File: src/rtl/uart_rx.sv
// UART receiver: recovers 8N1 frames (8E1 when UART_RX_PARITY_EN is defined) from rx,
// timing bits with a clocks-per-bit counter off the system clock.
module uart_rx #(
    parameter int unsigned CLKS_PER_BIT = 868
) (
    input  logic       clk,
    input  logic       rst,
    input  logic       rx,
    output logic [7:0] data_out,
    output logic       valid,
    output logic       framing_err,
    output logic       parity_err,
    output logic       busy
);

    localparam int unsigned HALF  = CLKS_PER_BIT / 2;
    localparam int unsigned CNT_W = $clog2(CLKS_PER_BIT);
    localparam logic [CNT_W-1:0] HALF_LAST = CNT_W'(HALF - 1);
    localparam logic [CNT_W-1:0] BIT_LAST  = CNT_W'(CLKS_PER_BIT - 1);

    typedef enum logic [2:0] {
        IDLE,
        START,
        DATA,
`ifdef UART_RX_PARITY_EN
        PARITY,
`endif
        STOP,
        BREAK
    } state_t;

    state_t           state;
    logic             s1;
    logic             s2;
    logic [CNT_W-1:0] cnt;
    logic [2:0]       idx;
    logic [7:0]       shreg;
`ifdef UART_RX_PARITY_EN
    logic             par_bad;
`endif

    always_ff @(posedge clk) begin
        if (rst) begin
            state       <= IDLE;
            s1          <= 1'b1;
            s2          <= 1'b1;
            cnt         <= '0;
            idx         <= '0;
            shreg       <= '0;
            data_out    <= '0;
            valid       <= 1'b0;
            framing_err <= 1'b0;
            busy        <= 1'b0;
`ifdef UART_RX_PARITY_EN
            parity_err  <= 1'b0;
            par_bad     <= 1'b0;
`endif
        end else begin
            s1          <= rx;
            s2          <= s1;
            valid       <= 1'b0;
            framing_err <= 1'b0;
`ifdef UART_RX_PARITY_EN
            parity_err  <= 1'b0;
`endif
            case (state)
                IDLE: begin
                    cnt <= '0;
                    idx <= '0;
                    if (!s2) begin
                        state <= START;
                        busy  <= 1'b1;
                    end
                end
                // Mid-start-bit check rejects glitches shorter than half a bit.
                START: begin
                    if (cnt == HALF_LAST) begin
                        cnt <= '0;
                        if (!s2) begin
                            state <= DATA;
                        end else begin
                            state <= IDLE;
                            busy  <= 1'b0;
                        end
                    end else begin
                        cnt <= cnt + CNT_W'(1);
                    end
                end
                DATA: begin
                    if (cnt == BIT_LAST) begin
                        cnt   <= '0;
                        shreg <= {s2, shreg[7:1]};
                        if (idx == 3'd7) begin
                            idx   <= '0;
`ifdef UART_RX_PARITY_EN
                            state <= PARITY;
`else
                            state <= STOP;
`endif
                        end else begin
                            idx <= idx + 3'd1;
                        end
                    end else begin
                        cnt <= cnt + CNT_W'(1);
                    end
                end
`ifdef UART_RX_PARITY_EN
                PARITY: begin
                    if (cnt == BIT_LAST) begin
                        cnt     <= '0;
                        par_bad <= s2 ^ (^shreg);
                        state   <= STOP;
                    end else begin
                        cnt <= cnt + CNT_W'(1);
                    end
                end
`endif
                // Leave at mid-stop-bit so a back-to-back start edge is not missed.
                STOP: begin
                    if (cnt == BIT_LAST) begin
                        cnt <= '0;
                        if (s2) begin
                            state <= IDLE;
                            busy  <= 1'b0;
`ifdef UART_RX_PARITY_EN
                            if (par_bad) begin
                                parity_err <= 1'b1;
                            end else begin
                                data_out <= shreg;
                                valid    <= 1'b1;
                            end
`else
                            data_out <= shreg;
                            valid    <= 1'b1;
`endif
                        end else begin
                            framing_err <= 1'b1;
                            state       <= BREAK;
                        end
                    end else begin
                        cnt <= cnt + CNT_W'(1);
                    end
                end
                // Held-low line must return high before another start is accepted.
                BREAK: begin
                    if (s2) begin
                        state <= IDLE;
                        busy  <= 1'b0;
                    end
                end
                default: begin
                    state <= IDLE;
                    busy  <= 1'b0;
                end
            endcase
        end
    end

`ifndef UART_RX_PARITY_EN
    assign parity_err = 1'b0;
`endif

endmodule
File: config.mk
export PLATFORM = sky130hd
export DESIGN_NAME = uart_rx
export DESIGN_NICKNAME = d
export VERILOG_FILES = /design/src/rtl/uart_rx.sv
export SDC_FILE = /design/constraint.sdc
export NUM_CORES = 1
export LEC_CHECK = 0
export BUFFER_PORTS_ARGS = -buffer_cell sky130_fd_sc_hd__buf_2
export CORE_ASPECT_RATIO = 1.5
export CORE_UTILIZATION = 40
export DETAILED_ROUTE_END_ITERATION = 8
export PLACE_DENSITY = 0.6
export SYNTH_ARGS = -nofsm -noshare
export SYNTH_HDL_FRONTEND = slang
export SYNTH_SLANG_ARGS = --single-unit
File: constraint.sdc
create_clock -name clk -period 1.5 [get_ports clk]
set_input_delay 0.15 -clock clk [delete_from_list [all_inputs] [get_ports clk]]
set_output_delay 0.15 -clock clk [all_outputs]
set_load 0.02 [all_outputs]
==> results.py, run 1 <==
metrics = {
    "cts": {
        "cts_tree": "built",
        "h-tree-depth": 2,
        "cts_root_buffer": "clkbuf_8",
        "path_clk_slew_ps": 80,
        "cts.sinks": 37,
        "clock_latency_ps": 290,
        "ctsHoldBuffers": 0,
        "numCtsBuffers": 5,
        "cts_buffer_depth": 2,
    },
    "sta": {
        "fmax_mhz": 560,
        "post-route-min-period_ps": 1780,
        "min_period_over_period_pct": 119,
        "setup_viol": 33,
        "fin_ws_ps": -284,
        "hold_viol": 0,
        "setup-tns-final_ps": -6710,
        "drv_slew": 0,
        "grt_setup_unrepaired": "true",
        "skew_ps": 6.98,
    },
    "final_layout": {
        "nets": 232,
        "final_cell_mix": "dfxtp_1, buf_4, nor2_1, mux2i_1, buf_2",
        "multi_input_area_um2": 950,
        "drive_gt1_share_pct": 36.7,
        "fin_area_mm2": 0.00224,
        "area_growth_syn_to_layout_pct": 34.8,
        "mostFrequentLayoutCell": "dfxtp_1",
        "num_antenna_cells": 0,
        "register_area_um2": 748,
        "instances_no_fill": 271,
        "nFillCells": 364,
        "postLayoutCoreUtil_pct": 56.7,
    },
    "routing": {
        "drc": 0,
        "drtIter0Drc": 21,
        "dr_total_vias": 1449,
        "finalWirelength_um": 3970,
        "firstDrtPassIters": 4,
        "vias_per_cell": 5.35,
        "ant_nets": 0,
        "wl_per_cell_um": 14.6,
    },
    "outcome": {
        "status": "finished with violations",
        "violations": "setup timing",
    },
    "power_and_ir_drop": {
        "power.density_mw_per_mm2": 774,
        "leakagePower_nw": 0.934,
        "peakVddDrop_mv": 0.737,
    },
    "floorplan": {
        "ioPinCount": 15,
        "die_h_um": 81.0,
        "rows": 28,
        "core-area_mm2": 0.00396,
        "die_w_um": 54.7,
        "dieArea_mm2": 0.00443,
        "start_util_pct": 42.0,
    },
    "worst_hold_path": {
        "hold_start": "rx",
        "hp-class": "in2reg",
    },
    "synth": {
        "ys_seq_elements": 37,
        "ys_seq_area_share_pct": 44.5,
        "synth_cell_types": 44,
        "async_flop_share_pct": 0,
        "synth-edff-count": 0,
        "yosys_warnings": 0,
        "ys.flop_type": "dfxtp_1",
        "synth_nets": 184,
        "synth_area_mm2": 0.00166,
        "synthTopCellsByArea": "dfxtp_1, mux2i_1, nor2_1, ha_1, a21o_1",
        "synth_top_cell_by_area": "dfxtp_1",
        "synthDominantCellAreaShare_pct": 44.5,
        "netlist_instances": 177,
        "avgSynthCellArea_um2": 9.40,
    },
    "setup_path": {
        "arrival_ps": 1970,
        "critical-path-max-stage-delay_ps": 360,
        "r2r_start": "cnt[1]$_SDFFE_PP0P_",
        "cp_slowest_cell": "dfxtp_4",
        "path_cells": "inv_2 -> ha_4 -> and4bb_1 -> nand4_1 -> a32oi_2 -> buf_4 -> o21ai_2 -> a21o_1",
        "critPathBufInv": 2,
        "endpoint_kind": "flip-flop",
        "setup.worst_path.start": "cnt[1]$_SDFFE_PP0P_",
        "cp-start-kind": "flip-flop",
        "required_ps": 1690,
        "path_class": "reg2reg",
        "critPathTopFamily": "compound AO/OA/AOI/OAI gates",
        "critPathMaxFanout": 6,
    },
    "global_routing": {
        "track_usage_pct": 20.7,
        "grt_pass1_vias": 1452,
        "overflow": 0,
        "grt_pass1_wl_um": 6630,
        "antenna_found_initial": 0,
        "grt_max_degree": 29,
    },
    "placement": {
        "dp_cells": 257,
        "place.gp.congestion": 0.949,
        "place_ws_ps": -264,
        "hpwl_um": 2790,
        "io_buffers": 13,
        "placed_area_mm2": 0.00198,
    },
    "run": {
        "cap_violations": 0,
    },
}
-- final cells by class --
| cell class | instances | share of cell area [%] |
|---|---|---|
| clock buffer | 5 | 3.07 |
| clock inverter | 3 | 0.781 |
| tap | 45 | 2.51 |
| multi-input combinational | 125 | 42.3 |
| inverter | 5 | 0.837 |
| sequential | 37 | 33.4 |
| timing repair buffer | 51 | 17.1 |
-- cell usage after synthesis (4+ instances only) --
| library cell | n |
|---|---|
| a21o_1 | 5 |
| a22oi_1 | 5 |
| clkbuf_1 | 5 |
| dfxtp_1 | 37 |
| ha_1 | 4 |
| inv_1 | 5 |
| mux2i_1 | 16 |
| nand2_1 | 6 |
| nand3_1 | 5 |
| nor2_1 | 30 |
| nor3_1 | 4 |
| nor4_1 | 4 |
| o21ai_1 | 4 |
-- report_power, final --
group	internal, W	switching [W]	total, W
logic	0.0000276	0.0000380	0.0000656
registers	0.000985	0.00000628	0.000991
clock network	0.000320	0.000360	0.000680
-- path summary, 6_finish.rpt --
check,endpoint,slack (ps),cells after the start
min,s1$_SDFF_PP1_,30,2
min reg2reg,s2$_SDFF_PP1_,420,1
max reg2reg,cnt[6]$_SDFFE_PP0P_,-280,8
max,cnt[6]$_SDFFE_PP0P_,-280,8
-- layer usage --
layer	track usage, %	vias up	wire, µm
li1	-	717	-
met1	22.7	689	1500
met2	35.4	28	2190
met3	4.87	15	106
met4	10.5	0	174
met5	0	-	0
-- flip-flops by register name, summed over array words and instances (netlist names) --
name,cells
shreg,8
idx,3
cnt,10
framing_err,1
s2,1
s1,1
state,3
valid,1
data_out,8
busy,1
-- metrics by stage --
stage | hold WS (ps) | power [W]
2_1_floorplan | 247 | 0.00106
3_3_place_gp | 327 | 0.00107
3_5_place_dp | 332 | 0.00108
4_1_cts | 28.0 | 0.00176
5_1_grt | 59.1 | 0.00180
6_report | 31.6 | 0.00174
-- repair_timing --
item                       CTS  global route
setup buffers                2             7
resized for setup           12            20
pin swaps                   10            25
setup endpoints to repair   32            34
-- cell families after synthesis --
| logic type | after synthesis | synth area share, % |
|---|---|---|
| other | 1 | 0.225 |
| adders and majority gates | 4 | 3.01 |
| DFF | 37 | 44.5 |
| xor gates and xnor gates | 1 | 0.526 |
| and+or+nand+nor | 75 | 24.9 |
| AOI/OAI and AO/OA | 27 | 12.0 |
| buffers and inverters | 15 | 4.59 |
| muxes | 17 | 10.3 |
Note: power is estimated with default switching activity, not from simulation.
==> run 2: changes to the inputs <==
--- a/config.mk
+++ b/config.mk
@@ -7,9 +7,11 @@
 export LEC_CHECK = 0
 export BUFFER_PORTS_ARGS = -buffer_cell sky130_fd_sc_hd__buf_2
 export CORE_ASPECT_RATIO = 1.5
+export CORE_MARGIN = 4
 export CORE_UTILIZATION = 40
+export CTS_CLUSTER_DIAMETER = 40
 export DETAILED_ROUTE_END_ITERATION = 8
-export PLACE_DENSITY = 0.6
+export PLACE_DENSITY = 0.57
 export SYNTH_ARGS = -nofsm -noshare
 export SYNTH_HDL_FRONTEND = slang
 export SYNTH_SLANG_ARGS = --single-unit
==> constraint.sdc (replaced) <==
create_clock -name clk -period 1.8 [get_ports clk]
set_input_delay 0.18 -clock clk [delete_from_list [all_inputs] [get_ports clk]]
set_output_delay 0.18 -clock clk [all_outputs]
set_load 0.02 [all_outputs]
==> run 2 against run 1 <==
  * The run now ends clean
  * Clock power is 3.4% higher
  * Worst hold slack better by 34 ps
  * Register-to-register slack better by 300 ps
  * Sequential share of layout area is 1.5 points higher
  * Utilization is 2.9 points lower
  * Power is 8.8% lower
  * Clock skew is 4.6 ps higher
  * Sequential power is 17% lower
  * Design area is 4.3% lower
  * Worst setup slack better by 300 ps
  * Highest routed layer unchanged
==> results.py, run 2 (synthesis gave the netlist of run 1 again) <==
metrics = {
    "placement": {
        "hpwl_um": 2630,
        "dp_cells": 242,
        "placed_area_mm2": 0.00187,
        "place.gp.congestion": 0.828,
        "io_buffers": 13,
    },
    "global_routing": {
        "grt_pass1_wl_um": 6200,
        "grt_pass1_vias": 1363,
        "grt_max_degree": 29,
        "antenna_found_initial": 0,
        "track_usage_pct": 15.6,
        "overflow": 0,
    },
    "floorplan": {
        "rows": 28,
        "die_h_um": 87.0,
        "die_w_um": 60.7,
        "start_util_pct": 41.7,
        "dieArea_mm2": 0.00528,
        "core-area_mm2": 0.00399,
        "ioPinCount": 15,
    },
    "routing": {
        "wl_per_cell_um": 14.6,
        "ant_nets": 0,
        "drc": 0,
        "finalWirelength_um": 3730,
        "drtIter0Drc": 53,
        "vias_per_cell": 5.39,
        "dr_total_vias": 1381,
        "firstDrtPassIters": 4,
    },
    "sta": {
        "hold_viol": 0,
        "drv_slew": 0,
        "post-route-min-period_ps": 1780,
        "grt_setup_unrepaired": "true",
        "setup_viol": 0,
        "min_period_over_period_pct": 98.9,
        "fmax_mhz": 562,
        "skew_ps": 11.5,
        "setup-tns-final_ps": 0,
    },
    "setup_path": {
        "arrival_ps": 1960,
        "critPathMaxFanout": 4,
        "endpoint_kind": "flip-flop",
        "path_class": "reg2reg",
        "required_ps": 1980,
        "cp-start-kind": "flip-flop",
        "ff2ff_setup_slack_ps": 20,
    },
    "cts": {
        "cts_tree": "built",
        "numCtsBuffers": 5,
        "ctsHoldBuffers": 0,
        "clock_latency_ps": 290,
        "h-tree-depth": 2,
        "path_clk_slew_ps": 80,
        "cts.sinks": 37,
        "cts_buffer_depth": 2,
        "cts_root_buffer": "clkbuf_8",
    },
    "final_layout": {
        "postLayoutCoreUtil_pct": 53.8,
        "reg.largest.list": "cnt: 10 flops, data_out: 8 flops, shreg: 8 flops",
        "num_antenna_cells": 0,
        "area_growth_syn_to_layout_pct": 29.0,
        "fin_area_mm2": 0.00215,
        "nets": 217,
        "mostFrequentLayoutCell": "dfxtp_1",
        "drive_gt1_share_pct": 30.8,
        "instances_no_fill": 256,
        "final_cell_mix": "dfxtp_1, nor2_1, buf_4, mux2i_1, buf_2",
        "largest_reg_flops": 10,
        "regMostFlops": "cnt",
        "nFillCells": 374,
    },
    "power_and_ir_drop": {
        "leakagePower_nw": 0.872,
        "peakVddDrop_mv": 0.571,
        "power.density_mw_per_mm2": 738,
    },
    "worst_hold_path": {
        "hp-class": "in2reg",
    },
    "outcome": {
        "status": "completed",
    },
    "run": {
        "cap_violations": 0,
    },
}
==> run 2: cell types whose count changed in the layout (fill, tap and decap cells not counted), sizes merged <==
cell	before	now
buf	51	36
bufinv	0	1
clkbuf	5	6
clkinv	2	1
clkinvlp	1	0
==> run 2: critical path: stages, from the launching register on <==
cell and delay [ps]:
dfxtp_4 380, ha_4 140, and4bb_2 310, nand3_4 130, buf_6 150, a211o_1 340, a22oi_2 160, nor2_1 50
==> run 2: routing by layer <==
layer / global-route usage, % / up-vias / share of wire, %
met2: 26.3 / 16 / 55
li1: - / 689 / -
met4: 8.28 / 0 / 2.4
met1: 17.7 / 669 / 41
met3: 3.56 / 7 / 2.0
met5: 0 / - / 0
==> run 2: path summary, 6_finish.rpt <==
kind	from	endpoint	depth (start not counted)
min	rx	s1$_SDFF_PP1_	2
max	cnt[0]$_SDFFE_PP0P_	idx[0]$_SDFFE_PP0P_	7
min reg2reg	s1$_SDFF_PP1_	s2$_SDFF_PP1_	1
max reg2reg	cnt[0]$_SDFFE_PP0P_	idx[0]$_SDFFE_PP0P_	7
==> run 2: per-stage QoR <==
stage	total power [W]	setup WS [ps]	hold WS, ps
after global placement	0.000891	24.8	362
after detailed placement	0.000893	-73.3	363
after CTS	0.00160	0.0926	60.5
after floorplan	0.000881	101	277
after global routing	0.00165	-74.2	58.6
final	0.00158	19.1	65.1
==> run 2: cell type report <==
class / instances / area, µm² / share of cell area, %
Inverter: 5 / 18.8 / 0.874
Tap cell: 45 / 56.3 / 2.62
Clock buffer: 6 / 72.6 / 3.38
Timing Repair Buffer: 36 / 269 / 12.5
Clock inverter: 2 / 38.8 / 1.81
Sequential cell: 37 / 748 / 34.8
Multi-Input combinational cell: 125 / 943 / 43.9
==> run 2: report_power, final <==
part | switching [W] | total [W] | leakage, nW | internal [W]
Sequential | 0.00000465 | 0.000826 | 0.300 | 0.000821
Combinational | 0.0000323 | 0.0000559 | 0.516 | 0.0000236
Clock | 0.000287 | 0.000703 | 0.0554 | 0.000416
Total | 0.000324 | 0.00158 | 0.872 | 0.00126
==> run 2: timing repair <==
action                                  4_1_cts  5_1_grt
endpoints found under the setup margin       14       26
pin swaps                                     3       14
buffers inserted                              1        4
gates resized for setup                       5       25
cloned                                        0        1
==> run 3: changes to the inputs <==
--- a/config.mk
+++ b/config.mk
@@ -11,7 +11,7 @@
 export CORE_UTILIZATION = 40
 export CTS_CLUSTER_DIAMETER = 40
 export DETAILED_ROUTE_END_ITERATION = 8
-export PLACE_DENSITY = 0.57
+export PLACE_DENSITY = 0.6
 export SYNTH_ARGS = -nofsm -noshare
 export SYNTH_HDL_FRONTEND = slang
 export SYNTH_SLANG_ARGS = --single-unit
==> constraint.sdc (replaced) <==
create_clock -name clk -period 1.6 [get_ports clk]
set_input_delay 0.16 -clock clk [delete_from_list [all_inputs] [get_ports clk]]
set_output_delay 0.16 -clock clk [all_outputs]
set_load 0.02 [all_outputs]
==> run 3 against run 2 <==
  * The flow now finishes with violations (setup timing)
  * First-iteration DRC count decreased by 36%
  * Worst setup slack got worse by 160 ps
  * Non-clock buffer count increased by 9
  * Clock power increased by 19%
  * Global-route usage increased by 0.74 points
  * Design area increased by 5.9%
  * Power increased by 16%
  * Worst hold slack got worse by 4.3 ps
  * Count of clock-buffer cells in the layout unchanged
  * Combinational power increased by 22%
  * Die area unchanged
  * Largest power group unchanged
  * Highest routed layer unchanged
==> results.py, run 3 (synthesis gave the netlist of run 1 again) <==
metrics = {
    "cts": {
        "h-tree-depth": 2,
        "cts_buffer_depth": 2,
        "path_clk_slew_ps": 70,
        "numCtsBuffers": 5,
        "cts_tree": "built",
        "ctsHoldBuffers": 0,
        "clock_latency_ps": 280,
        "cts.sinks": 37,
        "cts_root_buffer": "clkbuf_8",
    },
    "sta": {
        "setup-tns-final_ps": -2630,
        "grt_setup_unrepaired": "true",
        "hold_viol": 0,
        "fin_ws_ps": -142,
        "post-route-min-period_ps": 1740,
        "drv_slew": 0,
        "fmax_mhz": 574,
        "setup_viol": 30,
        "skew_ps": 1.65,
        "min_period_over_period_pct": 109,
    },
    "routing": {
        "drtIter0Drc": 34,
        "firstDrtPassIters": 4,
        "dr_total_vias": 1411,
        "vias_per_cell": 5.32,
        "finalWirelength_um": 3850,
        "ant_nets": 0,
        "wl_per_cell_um": 14.5,
        "drc": 0,
    },
    "final_layout": {
        "largest_reg_flops": 10,
        "final_cell_mix": "dfxtp_1, nor2_1, buf_4, mux2i_1, buf_2",
        "mostFrequentLayoutCell": "dfxtp_1",
        "drive_gt1_share_pct": 35.9,
        "nets": 226,
        "reg.largest.list": "cnt: 10 flops, data_out: 8 flops, shreg: 8 flops",
        "regMostFlops": "cnt",
        "nFillCells": 361,
        "num_antenna_cells": 0,
        "register_area_um2": 748,
        "area_growth_syn_to_layout_pct": 36.6,
        "multi_input_area_um2": 982,
    },
    "placement": {
        "place_ws_ps": -232,
        "io_buffers": 13,
        "place.gp.congestion": 0.914,
        "hpwl_um": 2750,
    },
    "outcome": {
        "status": "finished with violations",
        "violations": "setup timing",
    },
    "global_routing": {
        "overflow": 0,
        "track_usage_pct": 16.3,
        "antenna_found_initial": 0,
        "grt_pass1_wl_um": 6640,
        "grt_max_degree": 29,
        "grt_pass1_vias": 1478,
    },
    "setup_path": {
        "endpoint_kind": "flip-flop",
        "path_class": "reg2reg",
        "r2r_end": "cnt[7]$_SDFFE_PP0P_",
        "critPathBufInv": 3,
        "path_cells": "inv_2 -> ha_4 -> and4bb_1 -> nand4_1 -> a32oi_2 -> buf_6 -> buf_6 -> nor2_1 -> o22a_1",
        "r2r_cells": 9,
        "crit_top_cell": "buf_6",
        "ff2ff_setup_slack_ps": -140,
        "critical-path-max-stage-delay_ps": 360,
        "r2r_start": "cnt[1]$_SDFFE_PP0P_",
        "cp_slowest_cell": "dfxtp_4",
        "critPathMaxFanout": 6,
        "cp-start-kind": "flip-flop",
        "required_ps": 1770,
        "arrival_ps": 1920,
        "critPathTopFamily": "compound AO/OA/AOI/OAI gates",
    },
    "floorplan": {
        "rows": 28,
        "core-area_mm2": 0.00399,
        "die_h_um": 87.0,
        "die_w_um": 60.7,
        "dieArea_mm2": 0.00528,
        "start_util_pct": 41.7,
        "ioPinCount": 15,
    },
    "worst_hold_path": {
        "hold_start": "rx",
        "whs_endpoint": "s1$_SDFF_PP1_",
        "hp-class": "in2reg",
        "worstHoldPathCells": 2,
    },
    "power_and_ir_drop": {
        "intPower_w": 0.00146,
        "swShare_pct": 20.3,
        "peakVddDrop_mv": 0.775,
        "pwr-share-comb_pct": 3.7,
        "p_sw_w": 0.000373,
        "leakagePower_nw": 0.925,
        "pwr-share-clk_pct": 45.6,
        "power.density_mw_per_mm2": 806,
        "p_total_w": 0.00183,
        "p_seq_share_pct": 50.7,
    },
    "run": {
        "cap_violations": 0,
    },
}
-- run 3: cell types whose count changed in the layout (fill, tap and decap cells not counted), moves of 2 or more --
cell / change
nor4_1: -2
nor3b_2: -2
nor3_2: +2
nor3_1: -2
buf_4: +6
o21ai_1: +5
buf_6: +3
o21ai_2: -4
-- run 3: area by class of cell --
| class | count | area share, % |
|---|---|---|
| clock inverters | 2 | 1.65 |
| clock buffers | 6 | 3.63 |
| multi-input cells | 125 | 43.2 |
| well taps | 45 | 2.48 |
| flip-flops and latches | 37 | 32.9 |
| repair buffers | 45 | 15.3 |
| inverters | 5 | 0.826 |
-- run 3: timing repair --
action / CTS / global route
cloned: 1 / 0
gates resized for setup: 24 / 13
pin swaps: 17 / 5
buffers inserted: 5 / 0
setup endpoints to repair: 31 / 32
-- run 3: how the worst max path moves through the flow --
stage                     slack (ps)                 from                  end  depth (start not counted)
final                           -140  cnt[1]$_SDFFE_PP0P_  cnt[7]$_SDFFE_PP0P_                          9
after global routing            -220  cnt[1]$_SDFFE_PP0P_  cnt[7]$_SDFFE_PP0P_                          9
after CTS                       -110  cnt[1]$_SDFFE_PP0P_  cnt[9]$_SDFFE_PP0P_                          9
after detailed placement        -230  cnt[1]$_SDFFE_PP0P_  cnt[9]$_SDFFE_PP0P_                          8
after global placement          -140  cnt[1]$_SDFFE_PP0P_  cnt[9]$_SDFFE_PP0P_                          8
after floorplan                  -40  cnt[1]$_SDFFE_PP0P_  cnt[7]$_SDFFE_PP0P_                          8
-- run 3: metrics by stage --
step	cell area (µm²)	instances	hold slack (ps)	utilization (%)
global placement	1960	252	337	49.0
CTS	2210	265	48.4	55.4
global route	2270	265	50.4	56.9
detailed placement	1960	252	351	49.0
finish	2270	265	60.8	56.9
floorplan	1680	177	257	-
-- run 3: power groups by stage --
stage                     clock, W  sequential (W)  combinational [W]
after floorplan                  0        0.000953          0.0000391
after global placement           0        0.000953          0.0000516
after detailed placement         0        0.000953          0.0000526
after CTS                 0.000864        0.000929          0.0000629
after global routing      0.000909        0.000930          0.0000740
final                     0.000835        0.000930          0.0000684
-- run 3: layer usage --
layer / share of wire (%) / vias to the layer above / track usage (%)
li1: - / 706 / -
met1: 39 / 657 / 17.3
met2: 56 / 38 / 29.8
met3: 2.9 / 10 / 3.26
met4: 2.4 / 0 / 7.30
met5: 0 / - / 0
